<file path="src/rtl/dm_arbiter.sv">
// dm_arbiter: two-master arbiter for the single-port data memory (m0 = CPU, m1 = DMA/debug).
// Round-robin by default; define ARB_FIXED_PRIO_EN to make m0 always win a tie.
module dm_arbiter #(
  parameter logic [31:0] DM_TOP = 32'h0000_3FFF,
  parameter int          CTR_W  = 3
) (
  input  logic             clk,
  input  logic             rst,
  input  logic             m0_req,
  input  logic             m0_we,
  input  logic [31:0]      m0_addr,
  input  logic [31:0]      m0_wdata,
  input  logic [CTR_W-1:0] m0_ctr,
  output logic             m0_ack,
  output logic             m0_err,
  output logic [31:0]      m0_rdata,
  input  logic             m1_req,
  input  logic             m1_we,
  input  logic [31:0]      m1_addr,
  input  logic [31:0]      m1_wdata,
  input  logic [CTR_W-1:0] m1_ctr,
  output logic             m1_ack,
  output logic             m1_err,
  output logic [31:0]      m1_rdata,
  output logic [31:0]      memaddr,
  output logic [31:0]      dmi,
  output logic             memwrite,
  output logic [CTR_W-1:0] dmictr,
  input  logic [31:0]      dm_rdata
);

  typedef enum logic [1:0] {
    S_IDLE,
    S_ADDR,
    S_DATA,
    S_DONE
  } state_t;

  state_t            r_state;
  state_t            w_next;
  logic              r_owner;
  logic              r_last_owner;
  logic              r_we;
  logic              r_bad;
  logic [31:0]       r_addr;
  logic [31:0]       r_wdata;
  logic [CTR_W-1:0]  r_ctr;
  logic [31:0]       r_m0_rdata;
  logic [31:0]       r_m1_rdata;
  logic              r_m0_ack;
  logic              r_m1_ack;
  logic              r_m0_err;
  logic              r_m1_err;

  logic              w_any;
  logic              w_gnt_m1;
  logic              w_grant;
  logic              w_data;
  logic              w_rd_ok;
  logic [31:0]       w_addr;

  assign w_any = m0_req | m1_req;

`ifdef ARB_FIXED_PRIO_EN
  assign w_gnt_m1 = m1_req & ~m0_req;
`else
  // on a tie, the master that did not own the bus last goes next
  assign w_gnt_m1 = m1_req & (~m0_req | ~r_last_owner);
`endif

  assign w_grant = (r_state == S_IDLE) & w_any;
  assign w_data  = (r_state == S_DATA);
  assign w_rd_ok = w_data & ~r_we & ~r_bad;
  assign w_addr  = w_gnt_m1 ? m1_addr : m0_addr;

  always_ff @(posedge clk or posedge rst) begin
    if (rst) begin
      r_state <= S_IDLE;
    end else begin
      r_state <= w_next;
    end
  end

  always_comb begin
    w_next = r_state;
    unique case (r_state)
      S_IDLE: if (w_any) w_next = S_ADDR;
      S_ADDR: w_next = S_DATA;
      S_DATA: w_next = S_DONE;
      S_DONE: w_next = S_IDLE;
    endcase
  end

  // memwrite is decoded from state so reset drops it immediately
  always_comb begin
    memaddr  = r_addr;
    dmi      = r_wdata;
    dmictr   = r_ctr;
    memwrite = w_data & r_we & ~r_bad;
  end

  always_ff @(posedge clk or posedge rst) begin
    if (rst) begin
      r_owner <= 1'b0;
      r_we    <= 1'b0;
      r_bad   <= 1'b0;
      r_addr  <= '0;
      r_wdata <= '0;
      r_ctr   <= '0;
    end else if (w_grant) begin
      r_owner <= w_gnt_m1;
      r_we    <= w_gnt_m1 ? m1_we    : m0_we;
      r_addr  <= w_addr;
      r_wdata <= w_gnt_m1 ? m1_wdata : m0_wdata;
      r_ctr   <= w_gnt_m1 ? m1_ctr   : m0_ctr;
      r_bad   <= (w_addr > DM_TOP);
    end
  end

  always_ff @(posedge clk or posedge rst) begin
    if (rst) begin
      r_last_owner <= 1'b1;
      r_m0_rdata   <= '0;
      r_m1_rdata   <= '0;
      r_m0_ack     <= 1'b0;
      r_m1_ack     <= 1'b0;
      r_m0_err     <= 1'b0;
      r_m1_err     <= 1'b0;
    end else begin
      r_m0_ack <= w_data & ~r_owner;
      r_m1_ack <= w_data & r_owner;
      r_m0_err <= w_data & ~r_owner & r_bad;
      r_m1_err <= w_data & r_owner & r_bad;
      if (w_data) r_last_owner <= r_owner;
      if (w_rd_ok & ~r_owner) r_m0_rdata <= dm_rdata;
      if (w_rd_ok & r_owner)  r_m1_rdata <= dm_rdata;
    end
  end

  assign m0_ack   = r_m0_ack;
  assign m1_ack   = r_m1_ack;
  assign m0_err   = r_m0_err;
  assign m1_err   = r_m1_err;
  assign m0_rdata = r_m0_rdata;
  assign m1_rdata = r_m1_rdata;

endmodule

</file>
<file path="config.mk">
export PLATFORM = sky130hd
export DESIGN_NAME = dm_arbiter
export DESIGN_NICKNAME = d
export VERILOG_FILES = /design/src/rtl/dm_arbiter.sv
export SDC_FILE = /design/constraint.sdc
export NUM_CORES = 1
export LEC_CHECK = 0
export BUFFER_PORTS_ARGS = -buffer_cell sky130_fd_sc_hd__buf_2
export CAP_MARGIN = 20
export CORE_MARGIN = 2
export CORE_UTILIZATION = 45
export DETAILED_ROUTE_END_ITERATION = 16
export HOLD_SLACK_MARGIN = 0.03
export PLACE_DENSITY_LB_ADDON = 0.15
export RECOVER_POWER = 50
export SKIP_CTS_REPAIR_TIMING = 1
export SYNTH_ARGS = -nofsm -noshare
export SYNTH_HDL_FRONTEND = slang
export SYNTH_SLANG_ARGS = --single-unit
export TNS_END_PERCENT = 100
</file>
<file path="constraint.sdc">
create_clock -name clk -period 5.7 [get_ports clk]
set_clock_uncertainty 0.05 [all_clocks]
set_input_delay 0.57 -clock clk [delete_from_list [all_inputs] [get_ports clk]]
set_output_delay 0.57 -clock clk [all_outputs]
set_load 0.03 [all_outputs]
</file>
==> run_results.csv, run 1 <==
group,metric,value,unit
run,maxCapViolCount,2,
synth,synth_area_per_cell,12.5,µm²
setup_path,rr_startpoint,"r_last_owner",
clock_network,htreeDepth,4,
detailed_routing,first_iter_violations,198,
pwr,p_leak,3.96,nW
die,io_pins,308,
die,dieWidth,119,µm
pwr,power_density,534,nW/µm²
synth,synth_fp_nets,651,
layout,fin_util,61.8,%
layout,final_common_cell,"buf_2",
layout,layout-drive-gt1-share,34.8,%
setup_path,max_stage_delay,1.67,ns
worst_hold_path,hold_class,"in -> reg",
synth,netlist_instances,477,
clock_network,cts_sinks,141,
clock_network,numCtsBuffers,17,
setup_path,path_cells,"buf_2 -> clkinvlp_2 -> buf_4",
timing,finalHoldViolations,0,
die,row_count,42,
worst_hold_path,worstHoldEndpoint,"m0_rdata[27]",
grt,grt_max_degree,124,
detailed_routing,drc_errors,0,
timing,tns,0,ns
grt,grt_pass1_wl,24.0,mm
detailed_routing,wl_per_cell,15.7,µm
setup_path,crit_arrival,3.34,ns
grt,grt_pass1_vias,4853,
setup_path,r2r_cells,5,
timing,rsz0062_at_grt,"false",
detailed_routing,first_pass_iters,4,
synth,yosysTopAreaCell,"dfrtp_1",
grt,track_usage,21.8,%
clock_network,cts.path.max_buffers,2,
die,start_util,45.6,%
setup_path,crit_path_end_kind,"async pin",
detailed_routing,routed_wl,15.1,mm
synth,syn-cell-area,5970,µm²
timing,drv_slew,80,
setup_path,rr_endpoint,"r_bad",
status,status,"complete, but fails checks",
die,dieArea,14200,µm²
clock_network,path_clk_slew,0.06,ns
setup_path,regToRegSetupSlack,2.79,ns
status,violations,"capacitance limit, slew limit",
synth,yosys_warnings,0,
clock_network,clkLatencyLatePin,0.41,ns
clock_network,cts_tree,"done",
synth,synth_seq_area_share,59.1,%
die,fp.coreArea,13100,µm²
synth,ys_ff_latch,141,
placement,gp_congestion,0.866,
timing,worstMarginPinSlew,2.98,ns
placement,portBuffers,307,
setup_path,cp.required,6.07,ns
detailed_routing,route.vias.total,4743,
worst_hold_path,hp-start,"dm_rdata[27]",
clock_network,clk_root_buffer_cell,"clkbuf_16",
setup_path,slowest_stage,"clkinvlp_2",
placement,place_ws,3.30,ns
layout,num-nets-final,953,
grt,antenna_found_initial,0,
grt,grt-ovfl-total,0,
die,die_h,119,µm
timing,max_freq,337,MHz
detailed_routing,postRouteAntennaNets,0,
setup_path,crit_fanout,72,
layout,area_growth,35.4,%
setup_path,worstSetupPathType,"in -> async",
timing,post-route-period-util,52.0,%
setup_path,path_buf_inv,3,
timing,worst_hold_slack,0.337,ns
synth,synth_top_area_share,58.7,%
layout,mostFrequentLayoutCells,"buf_2, dfrtp_1, clkbuf_1, nand2_1, mux2i_1",
timing,setup_violations,0,
worst_hold_path,hold_depth,2,
setup_path,start_kind,"primary input",
timing,worst_slack,2.74,ns
synth,synthTopCellsByArea,"dfrtp_1, mux2i_1, mux2_2",
layout,n_antenna_cell,0,
setup_path,crit_family,"buffers and inverters",
placement,hpwl,11.3,mm
synth,synth.distinct_cells,32,
timing,relSlewSlack,-100,%
timing,period_needed,2.96,ns
layout,num-fill-cells,1117,
pwr,ir_drop,325,µV
detailed_routing,vias_per_cell,4.90,
## Yosys cell counts (all sizes together)
cell / number
nor3: 1
a22o: 1
a21boi: 1
and3b: 1
o21a: 1
or4: 1
nor2b: 4
buf: 21
and3: 1
and4bb: 1
mux2i: 67
mux2: 65
a31oi: 3
dfrtp: 140
o21ai: 70
inv: 3
and4: 1
and2: 2
clkbuf: 8
nand2: 69
nor2: 3
dfstp: 1
nor4b: 1
o32a: 1
nor4: 7
nor3b: 1
ha: 2
## kinds of logic after synthesis
kind of cell | share of synthesized area, %
simple gates | 7.39
fa+ha+maj | 0.419
buf+inv | 2.87
compound gates | 6.75
mux | 23.5
flops | 59.1
## cell type report
cell class | count | area, µm² | area share (%)
inverter | 3 | 12.5 | 0.155
tap | 176 | 220 | 2.72
clock inverter | 11 | 164 | 2.03
timing repair buffer | 312 | 1430 | 17.6
multi-input combinational | 304 | 2270 | 28.1
sequential | 141 | 3530 | 43.6
clock buffer | 20 | 467 | 5.77
## through the flow
stage,power (mW),std cells,instance area [µm²]
final,4.32,967,8090
after global routing,4.57,967,8090
after floorplan,2.72,477,5970
after CTS,4.46,967,8280
after global placement,3.23,936,7650
after detailed placement,3.28,936,7650
## sequential cells by signal, indices dropped and copies added, names as in the netlist, 2 cells and up
register and cells:
r_state 2, m1_rdata 32, dmi 32, memaddr 32, dmictr 3, m0_rdata 32
## worst reg2reg max path: stages (launching register included)
cell	delay, ns
dfstp_2	0.38
a21boi_0	1.19
buf_12	0.44
and4_1	0.33
a31oi_1	0.05
o32a_1	0.35
## layer usage
metal | vias to the layer above | share of wire, % | GRT usage [%]
li1 | 2286 | - | -
met1 | 2228 | 39 | 25.3
met2 | 197 | 50 | 37.4
met3 | 32 | 7.6 | 6.47
met4 | 0 | 2.7 | 9.82
met5 | - | 0 | 0
## worst max path at each step
stage                from      endpoint  slack, ns  cells past startpoint
3_5_place_dp       m1_req         r_bad       3.30                      6
2_1_floorplan         rst        dmi[0]       1.30                      1
3_3_place_gp       m1_req         r_bad       3.37                      6
6_report              rst  m0_rdata[10]       2.74                      3
4_1_cts        r_state[0]      memwrite       3.51                      4
5_1_grt               rst  m0_rdata[12]       2.09                      3
## where the power goes
group / leakage (nW) / internal [mW] / switching, mW / total [mW]
Sequential: 1.76 / 1.35 / 0.192 / 1.54
Clock: 0.308 / 0.762 / 0.400 / 1.16
Combinational: 1.89 / 0.432 / 1.18 / 1.62
No activity file was read; power rests on OpenSTA's default activity.
==> run 2: changes to the inputs <==
==> constraint.sdc (replaced) <==
create_clock -name clk -period 3.03 [get_ports clk]
set_clock_uncertainty 0.05 [all_clocks]
set_input_delay 0.303 -clock clk [delete_from_list [all_inputs] [get_ports clk]]
set_output_delay 0.303 -clock clk [all_outputs]
set_load 0.03 [all_outputs]
==> run_results.csv, run 2 (synthesis gave the netlist of run 1 again) <==
group,metric,value,unit
detailed_routing,routed_wl,15.5,mm
layout,area_growth,38.0,%
pwr,ir_drop,428,µV
timing,rsz0062_at_grt,"false",
layout,num-nets-final,957,
die,row_count,42,
setup_path,regToRegSetupSlack,0.88,ns
detailed_routing,vias_per_cell,4.85,
setup_path,rr_endpoint,"m1_rdata[21]",
layout,fin_util,63.0,%
detailed_routing,wl_per_cell,16.0,µm
setup_path,r2r_cells,5,
timing,max_freq,465,MHz
clock_network,cts_tree,"done",
detailed_routing,drc_errors,0,
layout,num-fill-cells,1123,
setup_path,rr_startpoint,"r_state[0]",
placement,gp_congestion,0.851,
setup_path,crit_path_end_kind,"flip-flop",
placement,placed_area,7690,µm²
pwr,power_density,995,nW/µm²
worst_hold_path,hp-start,"dm_rdata[18]",
detailed_routing,route.vias.total,4714,
clock_network,cts_sinks,141,
setup_path,worstSetupPathType,"reg -> reg",
timing,worst_hold_slack,0.0769,ns
clock_network,htreeDepth,4,
clock_network,path_clk_slew,0.06,ns
worst_hold_path,hold_depth,2,
detailed_routing,postRouteAntennaNets,0,
clock_network,cts.path.max_buffers,2,
status,status,"finished clean",
die,dieWidth,119,µm
layout,n_antenna_cell,0,
setup_path,start_kind,"flip-flop",
timing,worst_slack,0.879,ns
placement,place_ws,0.865,ns
timing,finalHoldViolations,0,
clock_network,numCtsBuffers,17,
setup_path,crit_fanout,22,
grt,track_usage,22.2,%
detailed_routing,first_pass_iters,6,
die,start_util,45.6,%
die,dieArea,14200,µm²
die,fp.coreArea,13100,µm²
worst_hold_path,hold_class,"in -> reg",
timing,worstMarginPinSlew,1.28,ns
layout,final_cell_area,8240,µm²
timing,period_needed,2.15,ns
placement,portBuffers,307,
timing,post-route-period-util,71.0,%
timing,drv_slew,0,
clock_network,clkLatencyLatePin,0.40,ns
grt,antenna_found_initial,0,
grt,grt_pass1_vias,4845,
worst_hold_path,worstHoldEndpoint,"m1_rdata[18]",
timing,relSlewSlack,14.4,%
setup_path,crit_arrival,2.39,ns
timing,setup_violations,0,
grt,grt-ovfl-total,0,
pwr,p_leak,4.20,nW
run,maxCapViolCount,0,
layout,final_common_cell,"buf_2",
clock_network,clk_root_buffer_cell,"clkbuf_16",
layout,mostFrequentLayoutCells,"buf_2, dfrtp_1, nand2_1, mux2i_1, clkbuf_1",
die,die_h,119,µm
layout,layout-drive-gt1-share,43.3,%
die,io_pins,308,
grt,grt_max_degree,128,
placement,hpwl,11.8,mm
grt,grt_pass1_wl,24.3,mm
detailed_routing,first_iter_violations,166,
timing,tns,0,ns
setup_path,cp.required,3.27,ns
==> run 2: cell types whose count changed in the layout (fill, tap and decap cells not counted), sizes merged <==
cell	before	now
bufinv	4	3
clkinv	4	3
clkbuf	149	87
dlygate4sd3	0	1
buf	183	251
==> run 2: critical path: stages (launching register included) <==
cell and delay (ns):
dfrtp_1 0.35, inv_1 0.09, ha_1 0.28, and4bb_1 0.63
buf_12 0.26, mux2_2 0.36
==> run 2: area by class of cell <==
| class | instances | area, µm² | area share (%) |
|---|---|---|---|
| clock inverter | 9 | 133 | 1.61 |
| multi-input combinational | 304 | 2290 | 27.8 |
| inverter | 3 | 15.0 | 0.182 |
| tap | 176 | 220 | 2.67 |
| timing repair buffer | 316 | 1560 | 19.0 |
| clock buffer | 23 | 488 | 5.92 |
| sequential | 141 | 3530 | 42.8 |
==> run 2: worst max path at each step <==
stage,start,slack (ns),cells past startpoint,endpoint
after floorplan,rst,0.91,1,dmi[0]
after global placement,r_state[0],0.95,5,m1_rdata[11]
after detailed placement,r_state[0],0.87,5,m1_rdata[21]
after CTS,r_state[0],0.85,5,m1_rdata[21]
after global routing,r_state[0],0.74,5,m1_rdata[21]
final,r_state[0],0.88,5,m1_rdata[21]
==> run 2: per-stage QoR <==
step | total power, mW | std cells
floorplan | 5.12 | 477
global placement | 6.11 | 939
detailed placement | 6.20 | 939
CTS | 8.36 | 971
global route | 8.68 | 972
finish | 8.20 | 972
==> run 2: layer usage <==
| layer | GRT usage, % | share of wire [%] |
|---|---|---|
| met1 | 24.7 | 39 |
| met2 | 39.3 | 51 |
| met3 | 7.09 | 7.5 |
| met4 | 8.71 | 2.1 |
| met5 | 0 | 0 |
==> run 2: power breakdown <==
| part | total [mW] | switching (mW) | internal, mW | leakage (nW) |
|---|---|---|---|---|
| combinational | 3.17 | 2.24 | 0.922 | 2.14 |
| sequential | 2.90 | 0.356 | 2.54 | 1.76 |
| clock | 2.14 | 0.752 | 1.38 | 0.300 |
